<file path="config.mk">
export PLATFORM = sky130hd
export DESIGN_NAME = ad9708_play_ctrl_flat
export DESIGN_NICKNAME = d
export VERILOG_FILES = /design/src/rtl/ad9708_pkg.sv /design/src/rtl/ad9708_play_ctrl_if.sv /design/src/rtl/ad9708_play_timer.sv /design/src/rtl/ad9708_play_ctrl.sv /design/src/flat_wrapper.sv
export SDC_FILE = /design/constraint.sdc
export NUM_CORES = 1
export LEC_CHECK = 0
export ABC_AREA = 1
export BUFFER_PORTS_ARGS = -buffer_cell sky130_fd_sc_hd__buf_2
export CAP_MARGIN = 20
export CORE_UTILIZATION = 55
export DETAILED_ROUTE_END_ITERATION = 6
export MAX_ROUTING_LAYER = met4
export PLACE_DENSITY = 0.8
export SETUP_SLACK_MARGIN = 0.4
export SLEW_MARGIN = 20
export SYNTH_ARGS = -nofsm -noshare
export SYNTH_HDL_FRONTEND = slang
export SYNTH_SLANG_ARGS = --single-unit
</file>
<file path="constraint.sdc">
create_clock -name dac_clk -period 6.7 [get_ports dac_clk]
set_input_delay 1.005 -clock dac_clk [delete_from_list [all_inputs] [get_ports dac_clk]]
set_output_delay 1.005 -clock dac_clk [all_outputs]
set_load 0.01 [all_outputs]
</file>
<file path="src/rtl/ad9708_pkg.sv">
// ---------------------------------------------------------------------------
// ad9708_pkg
// Shared definitions for the AD9708 playback scheduler:
//   - play_state_e : scheduler FSM states (IDLE / ARM / RUN / GAP)
//   - ERR_*        : bit positions inside the sticky err vector
//   - ERR_W        : err width (3 when AD9708_PLAY_WDOG_EN is defined, else 2)
//   - WORD_BYTES   : sender consumes whole 32-bit words
//   - WDOG_MARGIN  : slack cycles added to send_len for the RUN watchdog
// Optional feature macro: AD9708_PLAY_WDOG_EN
// ---------------------------------------------------------------------------
package ad9708_pkg;

    typedef enum logic [1:0] {
        ST_IDLE = 2'd0,
        ST_ARM  = 2'd1,
        ST_RUN  = 2'd2,
        ST_GAP  = 2'd3
    } play_state_e;

    localparam int ERR_LEN  = 0;  // rounded command length was zero
    localparam int ERR_ACK  = 1;  // sender never acknowledged send_start
`ifdef AD9708_PLAY_WDOG_EN
    localparam int ERR_WDOG = 2;  // sender never reported send_done
    localparam int ERR_W    = 3;
`else
    localparam int ERR_W    = 2;
`endif

    localparam int WORD_BYTES  = 4;
    localparam int WDOG_MARGIN = 64;

endpackage

</file>
<file path="src/rtl/ad9708_play_ctrl_if.sv">
// ---------------------------------------------------------------------------
// ad9708_play_ctrl_if
// Start/acknowledge handshake between the playback scheduler and the sender.
//   send_start : request level, held high until acknowledged
//   send_len   : burst length in bytes, stable while the request is up
//   st_clr     : one-cycle acknowledge from the sender (start accepted)
//   send_done  : one-cycle pulse from the sender when the burst is finished
// Handshake: the master raises send_start with send_len valid and keeps both
// unchanged until the cycle in which st_clr is seen high; that edge completes
// the transfer and send_start drops on it. st_clr while send_start is low
// carries no meaning and is ignored by the master.
// Modports: master (scheduler), slave (sender).
// ---------------------------------------------------------------------------
interface ad9708_play_ctrl_if #(
    parameter int LEN_W = 32
) ();
    logic             send_start;
    logic [LEN_W-1:0] send_len;
    logic             st_clr;
    logic             send_done;

    modport master (
        output send_start,
        output send_len,
        input  st_clr,
        input  send_done
    );

    modport slave (
        input  send_start,
        input  send_len,
        output st_clr,
        output send_done
    );
endinterface

</file>
<file path="src/rtl/ad9708_play_timer.sv">
// ---------------------------------------------------------------------------
// ad9708_play_timer
// Loadable down-counter with a zero flag. Counting stops at zero.
//   clk, rst  : clock, synchronous active-high reset (count -> 0)
//   load      : load load_val this edge (wins over dec)
//   load_val  : value to load
//   dec       : decrement by one this edge when not already zero
//   zero      : count is zero
// ---------------------------------------------------------------------------
module ad9708_play_timer #(
    parameter int W = 16
) (
    input  logic         clk,
    input  logic         rst,
    input  logic         load,
    input  logic [W-1:0] load_val,
    input  logic         dec,
    output logic         zero
);
    logic [W-1:0] cnt_q;
    logic [W-1:0] cnt_d;

    always_comb begin
        cnt_d = cnt_q;
        if (load) begin
            cnt_d = load_val;
        end else if (dec && (cnt_q != '0)) begin
            cnt_d = cnt_q - W'(1);
        end
    end

    always_ff @(posedge clk) begin
        if (rst) begin
            cnt_q <= '0;
        end else begin
            cnt_q <= cnt_d;
        end
    end

    assign zero = (cnt_q == '0);
endmodule

</file>
<file path="src/rtl/ad9708_play_ctrl.sv">
// ---------------------------------------------------------------------------
// ad9708_play_ctrl
// Playback scheduler for the AD9708 DAC send path (dac_clk domain).
// Latches a software command (length, repeat, gap), then runs the sender
// start/ack handshake once per burst, counts bursts, requests a DMA refill
// between bursts and reports completion and sticky errors.
// Ports:
//   dac_clk, dac_rst          : clock, synchronous active-high reset
//   cmd_start / cmd_stop      : command pulses
//   cmd_len/cmd_repeat/cmd_gap: command fields (repeat 0 = until stopped)
//   snd (master)              : send_start/send_len/st_clr/send_done
//   dma_req                   : one-cycle refill request after a non-final burst
//   busy                      : scheduler not in IDLE
//   done_pulse                : one-cycle normal-completion pulse
//   burst_cnt                 : bursts completed since the last accepted start
//   err                       : sticky errors (bit0 length, bit1 ack timeout,
//                               bit2 RUN watchdog when enabled)
//   state_dbg                 : current FSM state
// Optional feature macro: AD9708_PLAY_WDOG_EN (RUN watchdog, 3-bit err).
// ---------------------------------------------------------------------------
module ad9708_play_ctrl
    import ad9708_pkg::*;
#(
    parameter int LEN_W       = 32,
    parameter int REP_W       = 16,
    parameter int GAP_W       = 16,
    parameter int ACK_TIMEOUT = 1024
) (
    input  logic                 dac_clk,
    input  logic                 dac_rst,
    input  logic                 cmd_start,
    input  logic                 cmd_stop,
    input  logic [LEN_W-1:0]     cmd_len,
    input  logic [REP_W-1:0]     cmd_repeat,
    input  logic [GAP_W-1:0]     cmd_gap,
    ad9708_play_ctrl_if.master   snd,
    output logic                 dma_req,
    output logic                 busy,
    output logic                 done_pulse,
    output logic [REP_W-1:0]     burst_cnt,
    output logic [ERR_W-1:0]     err,
    output play_state_e          state_dbg
);
    localparam int ARM_W = $clog2(ACK_TIMEOUT) + 1;

    play_state_e      state_q, state_d;
    logic             send_start_q, send_start_d;
    logic [LEN_W-1:0] send_len_q, send_len_d;
    logic             dma_req_q, dma_req_d;
    logic             busy_q, busy_d;
    logic             done_pulse_q, done_pulse_d;
    logic [REP_W-1:0] burst_cnt_q, burst_cnt_d;
    logic [ERR_W-1:0] err_q, err_d;
    logic [REP_W-1:0] rep_q, rep_d;
    logic [GAP_W-1:0] gap_q, gap_d;
    logic             stop_q, stop_d;

    logic             arm_load, arm_dec, arm_zero;
    logic             gap_load, gap_dec, gap_zero;
    logic [LEN_W-1:0] len_round;
    logic [REP_W-1:0] burst_inc;
    logic             last_burst;

    // Sender moves whole words: drop the sub-word byte bits.
    assign len_round  = cmd_len & ~LEN_W'(WORD_BYTES - 1);
    assign burst_inc  = (&burst_cnt_q) ? burst_cnt_q : burst_cnt_q + REP_W'(1);
    assign last_burst = (rep_q != '0) && (burst_inc == rep_q);

`ifdef AD9708_PLAY_WDOG_EN
    logic wd_load, wd_dec, wd_zero;
`endif

    always_comb begin
        state_d      = state_q;
        send_len_d   = send_len_q;
        dma_req_d    = 1'b0;
        done_pulse_d = 1'b0;
        burst_cnt_d  = burst_cnt_q;
        err_d        = err_q;
        rep_d        = rep_q;
        gap_d        = gap_q;
        stop_d       = stop_q;
        arm_load     = 1'b0;
        arm_dec      = 1'b0;
        gap_load     = 1'b0;
        gap_dec      = 1'b0;
`ifdef AD9708_PLAY_WDOG_EN
        wd_load      = 1'b0;
        wd_dec       = 1'b0;
`endif
        unique case (state_q)
            ST_IDLE: begin
                if (cmd_start) begin
                    if (len_round == '0) begin
                        err_d[ERR_LEN] = 1'b1;
                    end else begin
                        err_d       = '0;
                        burst_cnt_d = '0;
                        send_len_d  = len_round;
                        rep_d       = cmd_repeat;
                        gap_d       = cmd_gap;
                        stop_d      = 1'b0;
                        arm_load    = 1'b1;
                        state_d     = ST_ARM;
                    end
                end
            end
            ST_ARM: begin
                if (cmd_stop) begin
                    done_pulse_d = 1'b1;
                    state_d      = ST_IDLE;
                end else if (snd.st_clr) begin
`ifdef AD9708_PLAY_WDOG_EN
                    wd_load = 1'b1;
`endif
                    state_d = ST_RUN;
                end else if (arm_zero) begin
                    err_d[ERR_ACK] = 1'b1;
                    state_d        = ST_IDLE;
                end else begin
                    arm_dec = 1'b1;
                end
            end
            ST_RUN: begin
                if (snd.send_done) begin
                    burst_cnt_d = burst_inc;
                    // A stop arriving with send_done still ends after this burst.
                    if (stop_q || cmd_stop || last_burst) begin
                        done_pulse_d = 1'b1;
                        state_d      = ST_IDLE;
                    end else begin
                        dma_req_d = 1'b1;
                        if (gap_q == '0) begin
                            arm_load = 1'b1;
                            state_d  = ST_ARM;
                        end else begin
                            gap_load = 1'b1;
                            state_d  = ST_GAP;
                        end
                    end
                end else begin
                    if (cmd_stop) begin
                        stop_d = 1'b1;
                    end
`ifdef AD9708_PLAY_WDOG_EN
                    if (wd_zero) begin
                        err_d[ERR_WDOG] = 1'b1;
                        state_d         = ST_IDLE;
                    end else begin
                        wd_dec = 1'b1;
                    end
`endif
                end
            end
            ST_GAP: begin
                if (cmd_stop) begin
                    done_pulse_d = 1'b1;
                    state_d      = ST_IDLE;
                end else if (gap_zero) begin
                    arm_load = 1'b1;
                    state_d  = ST_ARM;
                end else begin
                    gap_dec = 1'b1;
                end
            end
            default: state_d = ST_IDLE;
        endcase
        // Registered outputs follow the state being entered.
        send_start_d = (state_d == ST_ARM);
        busy_d       = (state_d != ST_IDLE);
    end

    always_ff @(posedge dac_clk) begin
        if (dac_rst) begin
            state_q      <= ST_IDLE;
            send_start_q <= 1'b0;
            send_len_q   <= '0;
            dma_req_q    <= 1'b0;
            busy_q       <= 1'b0;
            done_pulse_q <= 1'b0;
            burst_cnt_q  <= '0;
            err_q        <= '0;
            rep_q        <= '0;
            gap_q        <= '0;
            stop_q       <= 1'b0;
        end else begin
            state_q      <= state_d;
            send_start_q <= send_start_d;
            send_len_q   <= send_len_d;
            dma_req_q    <= dma_req_d;
            busy_q       <= busy_d;
            done_pulse_q <= done_pulse_d;
            burst_cnt_q  <= burst_cnt_d;
            err_q        <= err_d;
            rep_q        <= rep_d;
            gap_q        <= gap_d;
            stop_q       <= stop_d;
        end
    end

    // Loaded with N-1 so the state lasts exactly N cycles before zero is acted on.
    ad9708_play_timer #(.W(ARM_W)) u_arm_timer (
        .clk      (dac_clk),
        .rst      (dac_rst),
        .load     (arm_load),
        .load_val (ARM_W'(ACK_TIMEOUT - 1)),
        .dec      (arm_dec),
        .zero     (arm_zero)
    );

    ad9708_play_timer #(.W(GAP_W)) u_gap_timer (
        .clk      (dac_clk),
        .rst      (dac_rst),
        .load     (gap_load),
        .load_val (gap_q - GAP_W'(1)),
        .dec      (gap_dec),
        .zero     (gap_zero)
    );

`ifdef AD9708_PLAY_WDOG_EN
    // One extra bit so send_len + margin cannot wrap.
    ad9708_play_timer #(.W(LEN_W + 1)) u_wd_timer (
        .clk      (dac_clk),
        .rst      (dac_rst),
        .load     (wd_load),
        .load_val ({1'b0, send_len_q} + (LEN_W + 1)'(WDOG_MARGIN - 1)),
        .dec      (wd_dec),
        .zero     (wd_zero)
    );
`endif

    assign snd.send_start = send_start_q;
    assign snd.send_len   = send_len_q;
    assign dma_req        = dma_req_q;
    assign busy           = busy_q;
    assign done_pulse     = done_pulse_q;
    assign burst_cnt      = burst_cnt_q;
    assign err            = err_q;
    assign state_dbg      = state_q;
endmodule

</file>
<file path="src/flat_wrapper.sv">
// flat-port wrapper written by rule: the top's interface ports become plain ports
module ad9708_play_ctrl_flat import ad9708_pkg::*;
#(
    parameter int LEN_W       = 32,
    parameter int REP_W       = 16,
    parameter int GAP_W       = 16,
    parameter int ACK_TIMEOUT = 1024
)
  (dac_clk, dac_rst, cmd_start, cmd_stop, cmd_len, cmd_repeat, cmd_gap, dma_req, busy, done_pulse, burst_cnt, err, state_dbg, snd_send_start, snd_send_len, snd_st_clr, snd_send_done);
  ad9708_play_ctrl_if #(.LEN_W(LEN_W)) snd_i ();
  input  logic dac_clk;
  input  logic dac_rst;
  input  logic cmd_start;
  input  logic cmd_stop;
  input  logic [LEN_W-1:0] cmd_len;
  input  logic [REP_W-1:0] cmd_repeat;
  input  logic [GAP_W-1:0] cmd_gap;
  output logic dma_req;
  output logic busy;
  output logic done_pulse;
  output logic [REP_W-1:0] burst_cnt;
  output logic [ERR_W-1:0] err;
  output play_state_e state_dbg;
  output wire logic [$bits(snd_i.send_start)-1:0] snd_send_start;
  output wire logic [$bits(snd_i.send_len)-1:0] snd_send_len;
  input wire logic [$bits(snd_i.st_clr)-1:0] snd_st_clr;
  input wire logic [$bits(snd_i.send_done)-1:0] snd_send_done;
  assign snd_send_start = snd_i.send_start;
  assign snd_send_len = snd_i.send_len;
  assign snd_i.st_clr = snd_st_clr;
  assign snd_i.send_done = snd_send_done;
  ad9708_play_ctrl #(.LEN_W(LEN_W), .REP_W(REP_W), .GAP_W(GAP_W), .ACK_TIMEOUT(ACK_TIMEOUT)) u_core (.dac_clk(dac_clk), .dac_rst(dac_rst), .cmd_start(cmd_start), .cmd_stop(cmd_stop), .cmd_len(cmd_len), .cmd_repeat(cmd_repeat), .cmd_gap(cmd_gap), .snd(snd_i), .dma_req(dma_req), .busy(busy), .done_pulse(done_pulse), .burst_cnt(burst_cnt), .err(err), .state_dbg(state_dbg));
endmodule
</file>
# After elaboration in Yosys (flattened, before gate mapping)
# Cells that the tools add are included.
[totals]
register_bits = 114
inputBits = 70
output_inout_bits = 56
[op_classes]
add_sub_neg = 4
eq_ne = 13
mux = 55
bitwise = 3
n_reduce_logical = 27
[op_table]
columns = ["cell", "count"]
rows = [
  ["two-way mux 16 bit", 6],
  ["zero test 16 bit", 2],
  ["zero test 32 bit", 1],
  ["one-hot mux 16 bit (2 select lines)", 1],
  ["nonzero test 16 bit", 2],
  ["subtractor 16 x 1 -> 16 bit (second input constant)", 2],
  ["two-way mux 1 bit", 30],
  ["two-way mux 2 bit", 11],
  ["two-way mux 10 bit", 2],
  ["adder 16 x 1 -> 16 bit (second input constant)", 1],
  ["== test 16 bit", 1],
  ["AND reduction 16 bit", 1],
  ["!= test 2 bit (second input constant)", 7],
  ["zero test 11 bit", 1],
  ["nonzero test 11 bit", 1],
  ["subtractor 11 x 1 -> 11 bit (second input constant)", 1],
  ["nonzero test 2 bit", 5],
  ["one-hot mux 2 bit (4 select lines)", 1],
  ["one-hot mux 1 bit (2 select lines)", 3],
  ["AND reduction 6 bit", 1],
  ["AND reduction 5 bit", 1],
  ["== test 2 x 1 -> 1 bit (second input constant)", 2],
  ["== test 2 bit (second input constant)", 2],
  ["AND reduction 4 bit", 1],
  ["other kinds (10)", 16],
]

# Depth between registers and ports, before layout
# Gate-level depths: netlist of the first run.
[depth]
ltp_word = 9
depth_mapped = 27
depth_no_buf = 26

# By module
# From an unflattened synthesis of the first run, not the netlist that was laid out.
[hier_totals]
hier_cells = 972
area_unflattened_um2 = 6267.3
[by_module_without_submodules]
columns = ["mod", "instances", "cells_per_inst", "area_each_um2"]
rows = [
  ["ad9708_play_ctrl", 1, 634, 4275.4],
  ["ad9708_play_timer (u_core.u_gap_timer)", 1, 220, 1206.2],
  ["ad9708_play_timer (u_core.u_arm_timer)", 1, 118, 785.8],
]

# Worst setup path before layout of the first run
# Ideal clock, no wire load.
[synth_path]
path_kind = "input to register"
startpoint = "input port snd_send_done"
endpoint = "register u_core.u_gap_timer.cnt_q[14]"
t_arrival_ps = 3037
required_time_ps = 6591
path_slack_ps = 3555
stages = 15
cell_sequence = "inv_1 > nor2_1 > inv_1 > nor2_1 > clkbuf_1 > nand4_1 > nand2_1 > ha_1 > nand2_2 > nor3_2 > nand2_1 > nand2_1 > nand3_1 > nand2_1 > inv_1"
[synth_between]
elab_chain_len = 3
elab_cells_between_ends = 4
cone_classes = "mux (3); reduce/logical (1)"
[synth_lines]
columns = ["item", "line", "rtl"]
rows = [
  ["from (decl)", "flat_wrapper.sv:27", "input wire logic [$bits(snd_i.send_done)-1:0] snd_send_done;"],
  ["two-way mux 1 bit *", "ad9708_play_ctrl.sv:125", "if (snd.send_done) begin"],
  ["two-way mux 1 bit *", "ad9708_play_ctrl.sv:91", "unique case (state_q)"],
  ["two-way mux 16 bit / nonzero test 2 bit (equally long branches)", "n/a", ""],
  ["to (signal assigned)", "ad9708_play_timer.sv:36", "cnt_q <= cnt_d;"],
  ["to (decl)", "ad9708_play_timer.sv:20", "logic [W-1:0] cnt_q;"],
]
# Mark *: on every way between the ends. The rest lies on a longest branch, timed or not.
# A chain may end at the register's enable or synchronous reset.

# Worst setup path after layout of the first run
[layout_path]
startpoint = "register u_core.burst_cnt_q[0] (netlist: u_core.burst_cnt[0])"
endpoint = "register u_core.state_q[1] (netlist: u_core.state_dbg[1])"
[layout_between]
elab_chain_len = 8
elab_cells_between_ends = 9
cone_classes = "add/sub (1); eq/ne (1); mux (4); reduce/logical (3)"
[layout_lines]
columns = ["item", "line", "rtl"]
rows = [
  ["from (decl)", "ad9708_play_ctrl.sv:52", "logic [REP_W-1:0] burst_cnt_q, burst_cnt_d;"],
  ["from (signal assigned)", "ad9708_play_ctrl.sv:193", "burst_cnt_q <= burst_cnt_d;"],
  ["adder 16 x 1 -> 16 bit / AND reduction 16 bit (equally long branches)", "ad9708_play_ctrl.sv:66", "assign burst_inc = (&burst_cnt_q) ? burst_cnt_q : burst_cnt_q + REP_W'(1);"],
  ["two-way mux 16 bit *", "ad9708_play_ctrl.sv:66", ""],
  ["== test 16 bit *", "ad9708_play_ctrl.sv:67", "assign last_burst = (rep_q != '0) && (burst_inc == rep_q);"],
  ["logical AND 1 bit *", "ad9708_play_ctrl.sv:67", ""],
  ["logical OR 1 bit *", "ad9708_play_ctrl.sv:128", "if (stop_q || cmd_stop || last_burst) begin"],
  ["two-way mux 2 bit *", "ad9708_play_ctrl.sv:128", ""],
  ["two-way mux 2 bit *", "ad9708_play_ctrl.sv:125", ""],
  ["one-hot mux 2 bit (4 select lines) *", "ad9708_play_ctrl.sv:91", ""],
  ["to (signal assigned)", "ad9708_play_ctrl.sv:187", "state_q <= state_d;"],
  ["to (decl)", "ad9708_play_ctrl.sv:46", "play_state_e state_q, state_d;"],
]
# Marks and branches as above.

==> results of run 1 <==
-- registers in the layout, indices dropped and copies added, names as in the netlist, 2 cells and up --
name,flops
u_core.state_dbg,2
u_core.snd.send_len,30
u_core.rep_q,16
u_core.burst_cnt,16
u_core.u_arm_timer.cnt_q,11
u_core.u_gap_timer.cnt_q,16
u_core.err,2
u_core.gap_q,16
-- power by group through the flow --
stage | Clock, W | Combinational, W | Sequential, W
finish | 0.000880 | 0.000231 | 0.000750
global route | 0.000928 | 0.000261 | 0.000755
CTS | 0.000891 | 0.000230 | 0.000750
detailed placement | 0 | 0.000228 | 0.000763
global placement | 0 | 0.000224 | 0.000762
floorplan | 0 | 0.000144 | 0.000768
-- metal layers --
layer / GRT usage, % / routed length, µm / vias up / part of all wire, %
li1: - / - / 3116 / -
met1: 34.64 / 6712 / 2685 / 45
met2: 46.10 / 6830 / 203 / 46
met3: 6.865 / 1099 / 23 / 7.4
met4: 9.658 / 252 / 0 / 1.7
met5: - / 0 / - / 0
-- cell usage after synthesis (all sizes together) --
| library cell | number | area (µm²) |
|---|---|---|
| xor2 | 6 | 52.55 |
| clkbuf | 32 | 120.1 |
| or2 | 3 | 18.77 |
| nand3 | 51 | 277.8 |
| clkinv | 2 | 7.510 |
| a211oi | 1 | 7.510 |
| ha | 4 | 50.05 |
| o221ai | 1 | 8.760 |
| o21ai | 100 | 508.0 |
| a22oi | 1 | 7.510 |
| buf | 8 | 68.80 |
| a21oi | 57 | 289.0 |
| o211ai | 2 | 15.01 |
| inv | 126 | 473.0 |
| nor2 | 121 | 486.7 |
| a311oi | 1 | 8.760 |
| nand3b | 1 | 7.510 |
| nand2 | 184 | 708.2 |
| o21bai | 1 | 7.510 |
| o31ai | 4 | 30.03 |
| conb | 1 | 3.750 |
| nor3 | 10 | 55.05 |
| xnor2 | 5 | 43.79 |
| nand4 | 33 | 206.5 |
| nor4 | 18 | 112.6 |
| and3 | 1 | 6.260 |
| dfxtp | 114 | 2282 |
| a31oi | 4 | 25.02 |
-- kinds of logic (layout without fill, tap and decap cells) --
group | count (synthesis) | in the layout
simple gates | 422 | 422
compound gates | 172 | 172
buf+inv | 168 | 284
flops | 114 | 114
xor+xnor | 11 | 11
fa+ha+maj | 4 | 4
other cells | 1 | 2
-- cell type report --
type	count	share of cell area, %
clock buffer	18	6.030
sequential	114	32.16
timing repair buffer	124	8.850
clock inverter	14	2.151
multi-input combinational	611	41.64
tap	136	2.398
inverter	128	6.770
-- through the flow --
step	total power [W]	hold slack, ns	instances	setup WS, ns	cell area [µm²]
6_report	0.001861	0.4658	1145	2.557	7097
5_1_grt	0.001944	0.4856	1145	2.253	7097
4_1_cts	0.001871	0.4652	1145	2.642	7094
3_5_place_dp	0.0009907	0.4501	1113	2.528	6514
3_3_place_gp	0.0009863	0.4473	1113	2.564	6514
2_1_floorplan	0.0009128	0.4292	893	3.555	5892
-- worst reg2reg max path: stages (launching register included) --
cell      delay, ns
dfxtp_1        0.47
ha_1           0.26
inv_1          0.06
nor2_2         0.16
nand2_2        0.14
nor2_4         0.15
inv_2          0.18
nand2_1        0.16
nand2_1        0.07
nand2_1        0.06
nand2_1        0.05
inv_1          0.04
nand3_1        0.07
nor2_1         0.18
nand3_2        0.35
nand3_4        0.34
nand2_1        0.58
a311oi_1       0.51
or2_2          0.17
inv_1          0.03
-- worst paths after layout --
path | startpoint | end | slack [ns] | cells past startpoint
worst max-delay path | u_core.burst_cnt[0] | u_core.state_dbg[1] | 2.56 | 19
worst min-delay path | u_core.u_arm_timer.cnt_q[10] | u_core.u_arm_timer.cnt_q[10] | 0.47 | 1
worst max register to register | u_core.burst_cnt[0] | u_core.state_dbg[1] | 2.56 | 19
worst min register to register | u_core.u_arm_timer.cnt_q[10] | u_core.u_arm_timer.cnt_q[10] | 0.47 | 1
==> reports/metrics.cfg, run 1 <==
[yosys]
synth_warnings=0
syn_area_per_cell_um2=6.601
synthMuxAreaShare_pct=0
yosys_register_bits=114
synthSimpleGateAreaFrac_pct=31.92
synth_xor_area_share_pct=1.636
synth_compound_area_share_pct=15.41
synthAdderAreaFrac_pct=0.8500
yosysSeqAreaShare_pct=38.76
synth_top_family_by_area=simple AND/OR/NAND/NOR gates
syn_area_um2=5888
synth_cells=892
synth_cell_types=42

[timing]
hold_viol=0
relSlewSlack_pct=30.35
worst_slew_pin_slew_ns=1.041
tns_ns=0
rsz0062_at_grt=false
slew_viol_final=0
min_period_over_period_pct=61.84
finalSetupViolations=0
fin_worst_skew_ns=0.007156
fin_crit_ns=4.143
fmax_ghz=0.2413

[pwr]
p_sw_share_pct=27.43
internal_power_w=0.001350
pwr-share-clk_pct=47.3
seqPwrFrac_pct=40.3
power_density_nw_per_um2=262.2
p_switching_w=0.0005104
ir_drop_mv=0.1888
p_leak_nw=3.547
pwr-share-comb_pct=12.4

[layout]
final_cell_mix=nand2_1, inv_1, buf_2
antenna_cells=0
num-fill-cells=966
area_delta_synth_final_pct=20.53
final_util_pct=68.44
multiInputGateArea_um2=2955
finish.net_count=1070
drive_above_1_share_pct=18.24
ff_latch_area_um2=2282
mostFrequentLayoutCell=nand2_1

[drt]
drtPass1Iterations=5
drtIter0Drc=326
viasPerCell=5.264
drc=0
wl_per_cell_um=13.01
via_count=6027
ant_nets=0
wl_um=14890

[clock_network]
cts_buffers=17
root_buffer=clkbuf_8
ctsResizeCount=0
hold_buffers=0
clkTransAtPathRegs_ns=0.06
clk_latency_ns=0.52
cts_max_level=4
clkSinkCount=114
clockBufferDepth=2
postCtsSetupRepairBufs=0
cts_tree=built

[placement]
place_hpwl_um=10280
numPortBuffers=121
gp_congestion=0.9235

[global_routing]
antenna_found_initial=0
overflow=0
grt_pass1_wl_um=24390
grt_pass1_vias=5424
grt_use_total_pct=28.44
grt_max_degree=97

[setup_path]
critPathKind=flop to flop
critPathTopFamily=simple AND/OR/NAND/NOR gates
cp-start-kind=flop
critical_path_buf_inv_count=4
crit_top_cell=nand2_1
cpPeakStageDelay_ns=0.58
required_ns=7.12
slowest_stage=nand2_1
worstPathArrival_ns=4.56
cp-end-kind=flop
critPathMaxFanout=30
cp_cell_sequence=ha_1 -> inv_1 -> nor2_2 -> nand2_2 -> nor2_4 -> inv_2 -> nand2_1 -> nand2_1 -> nand2_1 -> nand2_1 -> inv_1 -> nand3_1 -> nor2_1 -> nand3_2 -> nand3_4 -> nand2_1 -> a311oi_1 -> or2_2 -> inv_1

[run_status]
status=completed

[die]
initial_core_util_pct=56.78
die_h_um=105.5
boundaryPins=126
die_x_um=105.5
core_area_um2=10370
rows=37
die_area_um2=11120

[job]
maxCapViolCount=0

[hold_path]
hp-class=flop to flop

Note: power is estimated with default switching activity, not from simulation.
==> inputs of run 2 (changes only) <==
Clock period 6.7 ns to 3.9 ns, I/O delays scaled along.
==> run 2 against run 1 <==
Compared with the run above:
- clock-buffer cell count grew 5
- hold slack lost 0.15 ns
- worst setup slack lost 1.9 ns
- maximum frequency grew 29%
- power grew 74%
- first-iteration DRC count grew 5.2%
- routed wire length grew 1.1%
- sequential cell count is the same
- via count shrank 0.38%
- combinational power grew 74%
- largest power group unchanged
==> reports/metrics.cfg, run 2 (synthesized netlist as in run 1, its figures left out) <==
[layout]
mostFrequentLayoutCell=nand2_1
finish.net_count=1080
largest_reg_flops=30
area_delta_synth_final_pct=22.33
antenna_cells=0
final_util_pct=69.46
final_cell_mix=nand2_1, inv_1, buf_2
drive_above_1_share_pct=19.06

[timing]
rsz0062_at_grt=true
fin_crit_ns=3.211
fin_worst_skew_ns=0.01096
min_period_over_period_pct=82.34
hold_viol=0
whs_ns=0.3190
finalSetupViolations=0
fmax_ghz=0.3114
fin_ws_ns=0.6886
slew_viol_final=0
relSlewSlack_pct=40.92
worst_slew_pin_slew_ns=0.8848
tns_ns=0

[drt]
viasPerCell=5.203
drc=0
drtPass1Iterations=5
wl_per_cell_um=13.04
drtIter0Drc=343
ant_nets=0
wl_um=15050
via_count=6004

[setup_path]
critPathMaxFanout=23
cp-start-kind=flop
required_ns=4.35
critPathKind=flop to flop
cp-end-kind=flop
worstPathArrival_ns=3.66

[die]
initial_core_util_pct=56.78
rows=37
boundaryPins=126
core_area_um2=10370
die_x_um=105.5
die_area_um2=11120
die_h_um=105.5

[clock_network]
clkSinkCount=114
root_buffer=clkbuf_8
clk_latency_ns=0.52
hold_buffers=0
cts_buffers=17
clockBufferDepth=2
cts_max_level=4
cts_tree=built
clkTransAtPathRegs_ns=0.05

[placement]
gp_congestion=0.8990
numPortBuffers=121
place_hpwl_um=10370
dp_slack_ns=0.5448

[global_routing]
grt_pass1_wl_um=24760
antenna_found_initial=0
overflow=0
grt_use_total_pct=28.84
grt_max_degree=67
grt_pass1_vias=5410

[pwr]
total_power_w=0.003245
p_leak_nw=3.607
ir_drop_mv=0.3451
power_density_nw_per_um2=450.4

[hold_path]
hp-class=input pin to flop

[job]
maxCapViolCount=0

[run_status]
status=completed

[run 2: changes by cell type in the layout (fill, tap and decap cells not counted), moves of 2 or more]
cell        delta
clkbuf_8       +2
nand2_1        -2
inv_6          -4
clkbuf_1       +3
nand2_2        +2
clkinvlp_4     -2
buf_4         +10
[run 2: report_power, final]
group | internal (W) | switching (W) | leakage [nW]
Sequential | 0.00124 | 0.0000456 | 0.938
Combinational | 0.000149 | 0.000254 | 2.38
Clock | 0.00102 | 0.000531 | 0.284
[run 2: final timing paths]
path,cells past startpoint,from,to,slack [ns]
worst max-delay path,22,u_core.burst_cnt[1],u_core.u_gap_timer.cnt_q[6],0.69
worst min-delay path,3,cmd_repeat[12],u_core.rep_q[12],0.32
worst max register to register,22,u_core.burst_cnt[1],u_core.u_gap_timer.cnt_q[6],0.69
worst min register to register,2,u_core.stop_q,u_core.stop_q,0.47
[run 2: cell type report]
type                    count  area (µm²)
clock buffers              23       466.7
clock inverters             8       127.6
fillers                   949        3167
inverters                 128       483.0
multi-input cells         611        2969
flip-flops and latches    114        2283
well taps                 136       170.2
repair buffers            134       703.2
[run 2: metrics by stage]
step	cell area [µm²]	instances
detailed placement	6581	1122
CTS	7176	1153
floorplan	5892	893
finish	7203	1154
global placement	6581	1122
global route	7203	1154
[run 2: critical path, stage by stage, from the launching register on]
cell and delay [ns]:
dfxtp_2 0.37, ha_2 0.22, inv_1 0.05, nor2_2 0.15, nand2_2 0.14, nor2_4 0.15, inv_4 0.12, nand2_2 0.11
nand2_1 0.06, nand2_1 0.05, nand2_1 0.06, inv_1 0.06, nand3_1 0.08, nor2_2 0.12, nand3_2 0.13, buf_4 0.21
nand4_1 0.10, nand2_1 0.10, ha_1 0.23, nand2_2 0.14, nor3_4 0.07, or2_2 0.27, a31oi_1 0.13
[run 2: what timing repair did]
item / CTS / global route
resized for setup: 0 / 8
endpoints found under the setup margin: 0 / 27
setup buffers: 0 / 1
[run 2: metal layers]
layer,GRT usage [%],routed length (µm),vias to the layer above
met4,8.652,163,0
met2,46.76,6980,195
li1,-,-,3129
met3,7.050,1119,17
met1,35.51,6789,2663
met5,-,0,-
==> inputs of run 3 (changes only) <==
Settings changed: ABC_AREA 1 to 0, CORE_UTILIZATION 55 to 49, PLACE_DENSITY 0.8 to 0.76.
Clock period 3.9 ns to 2.95 ns, I/O delays scaled along.
==> run 3 against run 2 <==
Compared with the run above:
- the flow now finishes with violations (negative setup slack)
- clock skew rose by 0.00059 ns
- combinational power rose by 37%
- critical path depth fell by 5
- routed wire length rose by 32%
- area after synthesis fell by 1.3%
- maximum frequency fell by 15%
- global-route usage rose by 3.8 points
- cell area rose by 19%
- sequential share of layout area fell by 4.6 points
- worst setup slack got worse by 1.5 ns
- via count rose by 9.8%
- clock-buffer cell count fell by 1
==> reports/metrics.cfg, run 3 <==
[job]
maxCapViolCount=0

[yosys]
synth_warnings=0
synth_cells=748
ys_top_cells_by_area=dfxtp_1, nand2_1, a21oi_1
yosys.area.top_type=dfxtp_1
yosysSeqAreaShare_pct=39.28
syn_area_per_cell_um2=7.768
syn_area_um2=5811
yosysTopAreaCellShare_pct=39.28
yosys_register_bits=114
async_reset_ff_share_pct=0
ys.flop_type=dfxtp_1
synth_cell_types=67
synth_edf_count=0
yosysMostFrequentCell=nand2_1
synth_common_cells=nand2_1, dfxtp_1, a21oi_1

[layout]
area_delta_synth_final_pct=46.99
ff_latch_area_um2=2316
multiInputGateArea_um2=3662
design_area_um2=8541
mostFrequentLayoutCell=nand2_1
drive_above_1_share_pct=38.21
largest_reg_flops=30
finish.net_count=1045
finalNonFillerCells=1128
num-fill-cells=836
final_cell_mix=nand2_1, buf_2, buf_4

[timing]
rsz0062_at_grt=true
finalSetupViolations=27
slew_viol_final=0
fin_ws_ns=-0.8067
whs_ns=0.2570
relSlewSlack_pct=58.56
fin_crit_ns=3.757
hold_viol=0
fmax_ghz=0.2662
min_period_over_period_pct=127.3
fin_worst_skew_ns=0.01155
worst_slew_pin_slew_ns=0.6160

[pwr]
p_switching_w=0.001052
power_density_nw_per_um2=504.9
seqPwrFrac_pct=38.4
pwr-share-clk_pct=48.8
internal_power_w=0.003260
p_leak_nw=3.605
pwr-share-comb_pct=12.8
p_sw_share_pct=24.40
total_power_w=0.004312
ir_drop_mv=0.5378

[clock_network]
cts_buffers=17
cts_max_level=4
root_buffer=clkbuf_16
cts_tree=built
clkSinkCount=114
clockBufferDepth=2
clk_latency_ns=0.42
clkTransAtPathRegs_ns=0.05

[drt]
wl_um=19810
drtPass1Iterations=5
drtIter0Drc=432
viasPerCell=5.842
via_count=6590
drc=0
wl_per_cell_um=17.56
ant_nets=0

[die]
initial_core_util_pct=50.67
core_area_um2=11470
boundaryPins=126
die_area_um2=12300
die_x_um=110.9
rows=39
die_h_um=110.9

[run_status]
violations=negative setup slack
status=finished, violations left

[placement]
gp_congestion=0.9727
post_dp_cell_area_um2=7305
place_hpwl_um=13240
dp.cells=1066
dp_slack_ns=-0.7765
numPortBuffers=121

[setup_path]
cp_cell_sequence=ha_4 -> and4_4 -> nand4_1 -> and3_4 -> xnor2_1 -> a311oi_1 -> buf_4 -> nand4_2 -> o21ai_4 -> nor2_4 -> mux2i_2 -> ha_2 -> nand4b_1 -> or3_1 -> xnor2_1 -> nor2_1 -> a211oi_1
crit_top_cell=xnor2_1
slowest_stage=or3_1
critPathLaunch=u_core.burst_cnt[1]
rrSetupSlack_ns=-0.81
r2r_start=u_core.burst_cnt[1]
critPathKind=flop to flop
crit_path_end=u_core.u_gap_timer.cnt_q[10]
r2r-end=u_core.u_gap_timer.cnt_q[10]
required_ns=3.28
worstPathArrival_ns=4.09
cpPeakStageDelay_ns=0.42
cp-start-kind=flop
worstRegToRegCells=17
critPathMaxFanout=4
cp-end-kind=flop

[global_routing]
grt_use_total_pct=32.68
overflow=0
antenna_found_initial=1
grt_pass1_vias=6538
grt_pass1_wl_um=31330
grt_max_degree=52

[hold_path]
hp-class=input pin to flop

[run 3: cell types whose count changed after synthesis, moves of 16 or more]
cell and change:
a21oi_1 +35, xnor2_1 +20, o21ai_0 -75, nand3_1 -40, nor2_1 -55, nand2_1 -16
nand4_1 -21, inv_1 -116, nor3_1 +17
[run 3: worst max-delay path: cells and delay by family, from the launching register on]
kind | cells | cell delay [ns]
AOI/OAI and AO/OA | 3 | 0.66
xor gates and xnor gates | 2 | 0.29
adders and majority gates | 2 | 0.43
buffers and inverters | 1 | 0.18
DFF | 1 | 0.36
muxes | 1 | 0.28
and+or+nand+nor | 8 | 1.47
[run 3: worst min path at each step]
| stage | startpoint | end | slack [ns] | cells past startpoint |
|---|---|---|---|---|
| 3_3_place_gp | u_core.snd.send_len[26] | u_core.snd.send_len[26] | 0.44 | 2 |
| 4_1_cts | cmd_repeat[0] | u_core.rep_q[0] | 0.25 | 3 |
| 6_report | cmd_repeat[0] | u_core.rep_q[0] | 0.26 | 3 |
| 2_1_floorplan | u_core.gap_q[1] | u_core.gap_q[1] | 0.45 | 2 |
| 3_5_place_dp | u_core.snd.send_len[15] | u_core.snd.send_len[15] | 0.44 | 2 |
| 5_1_grt | cmd_gap[6] | u_core.gap_q[6] | 0.27 | 3 |
[run 3: layer usage]
layer	up-vias	track usage (%)	share of wire [%]
li1	3110	-	-
met1	3143	34.66	38
met2	257	56.65	52
met3	80	6.725	5.3
met4	0	18.31	4.7
met5	-	-	0
[run 3: cell families (layout without fill, tap and decap cells)]
family                   after synthesis  after routing  share of synthesized area [%]
flip-flops                           114            114                          39.28
adder cells (fa/ha/maj)                4              4                         0.8614
AO/OA/AOI/OAI                        170            170                          17.87
other                                  1              3                        0.06454
XOR/XNOR                              41             41                          6.180
AND/OR/NAND/NOR                      353            354                          29.87
multiplexers                           8              8                          1.421
buffers and inverters                 57            291                          4.457
[run 3: metrics by stage]
stage	util, %	TNS (ns)
floorplan	-	-3.681
finish	74.48	-16.15
global route	74.48	-21.11
detailed placement	63.70	-4.500
CTS	73.39	-12.42
global placement	63.70	-3.915
[run 3: what timing repair did]
action                                  in CTS  in global routing
hold endpoints to repair                     0                  0
pin swaps                                   29                 10
cloned                                       2                  1
endpoints found under the setup margin      31                 32
resized for setup                           70                 17
buffers inserted                            24                  2
hold buffers                                 0                  0
[run 3: cell type report]
cell class / instances / area share [%]
Clock inverter: 10 / 1.509
Multi-Input combinational cell: 579 / 42.88
Tap cell: 143 / 2.095
Inverter: 8 / 0.3809
Sequential cell: 114 / 27.12
Clock buffer: 22 / 5.684
Timing Repair Buffer: 251 / 20.30
Antenna cell: 1 / 0.02930
[run 3: power by group through the flow]
| stage | Combinational, W | Clock (W) | Sequential [W] |
|---|---|---|---|
| 2_1_floorplan | 0.000283 | 0 | 0.00170 |
| 3_3_place_gp | 0.000499 | 0 | 0.00168 |
| 3_5_place_dp | 0.000512 | 0 | 0.00168 |
| 4_1_cts | 0.000536 | 0.00212 | 0.00165 |
| 5_1_grt | 0.000600 | 0.00220 | 0.00166 |
| 6_report | 0.000552 | 0.00211 | 0.00165 |
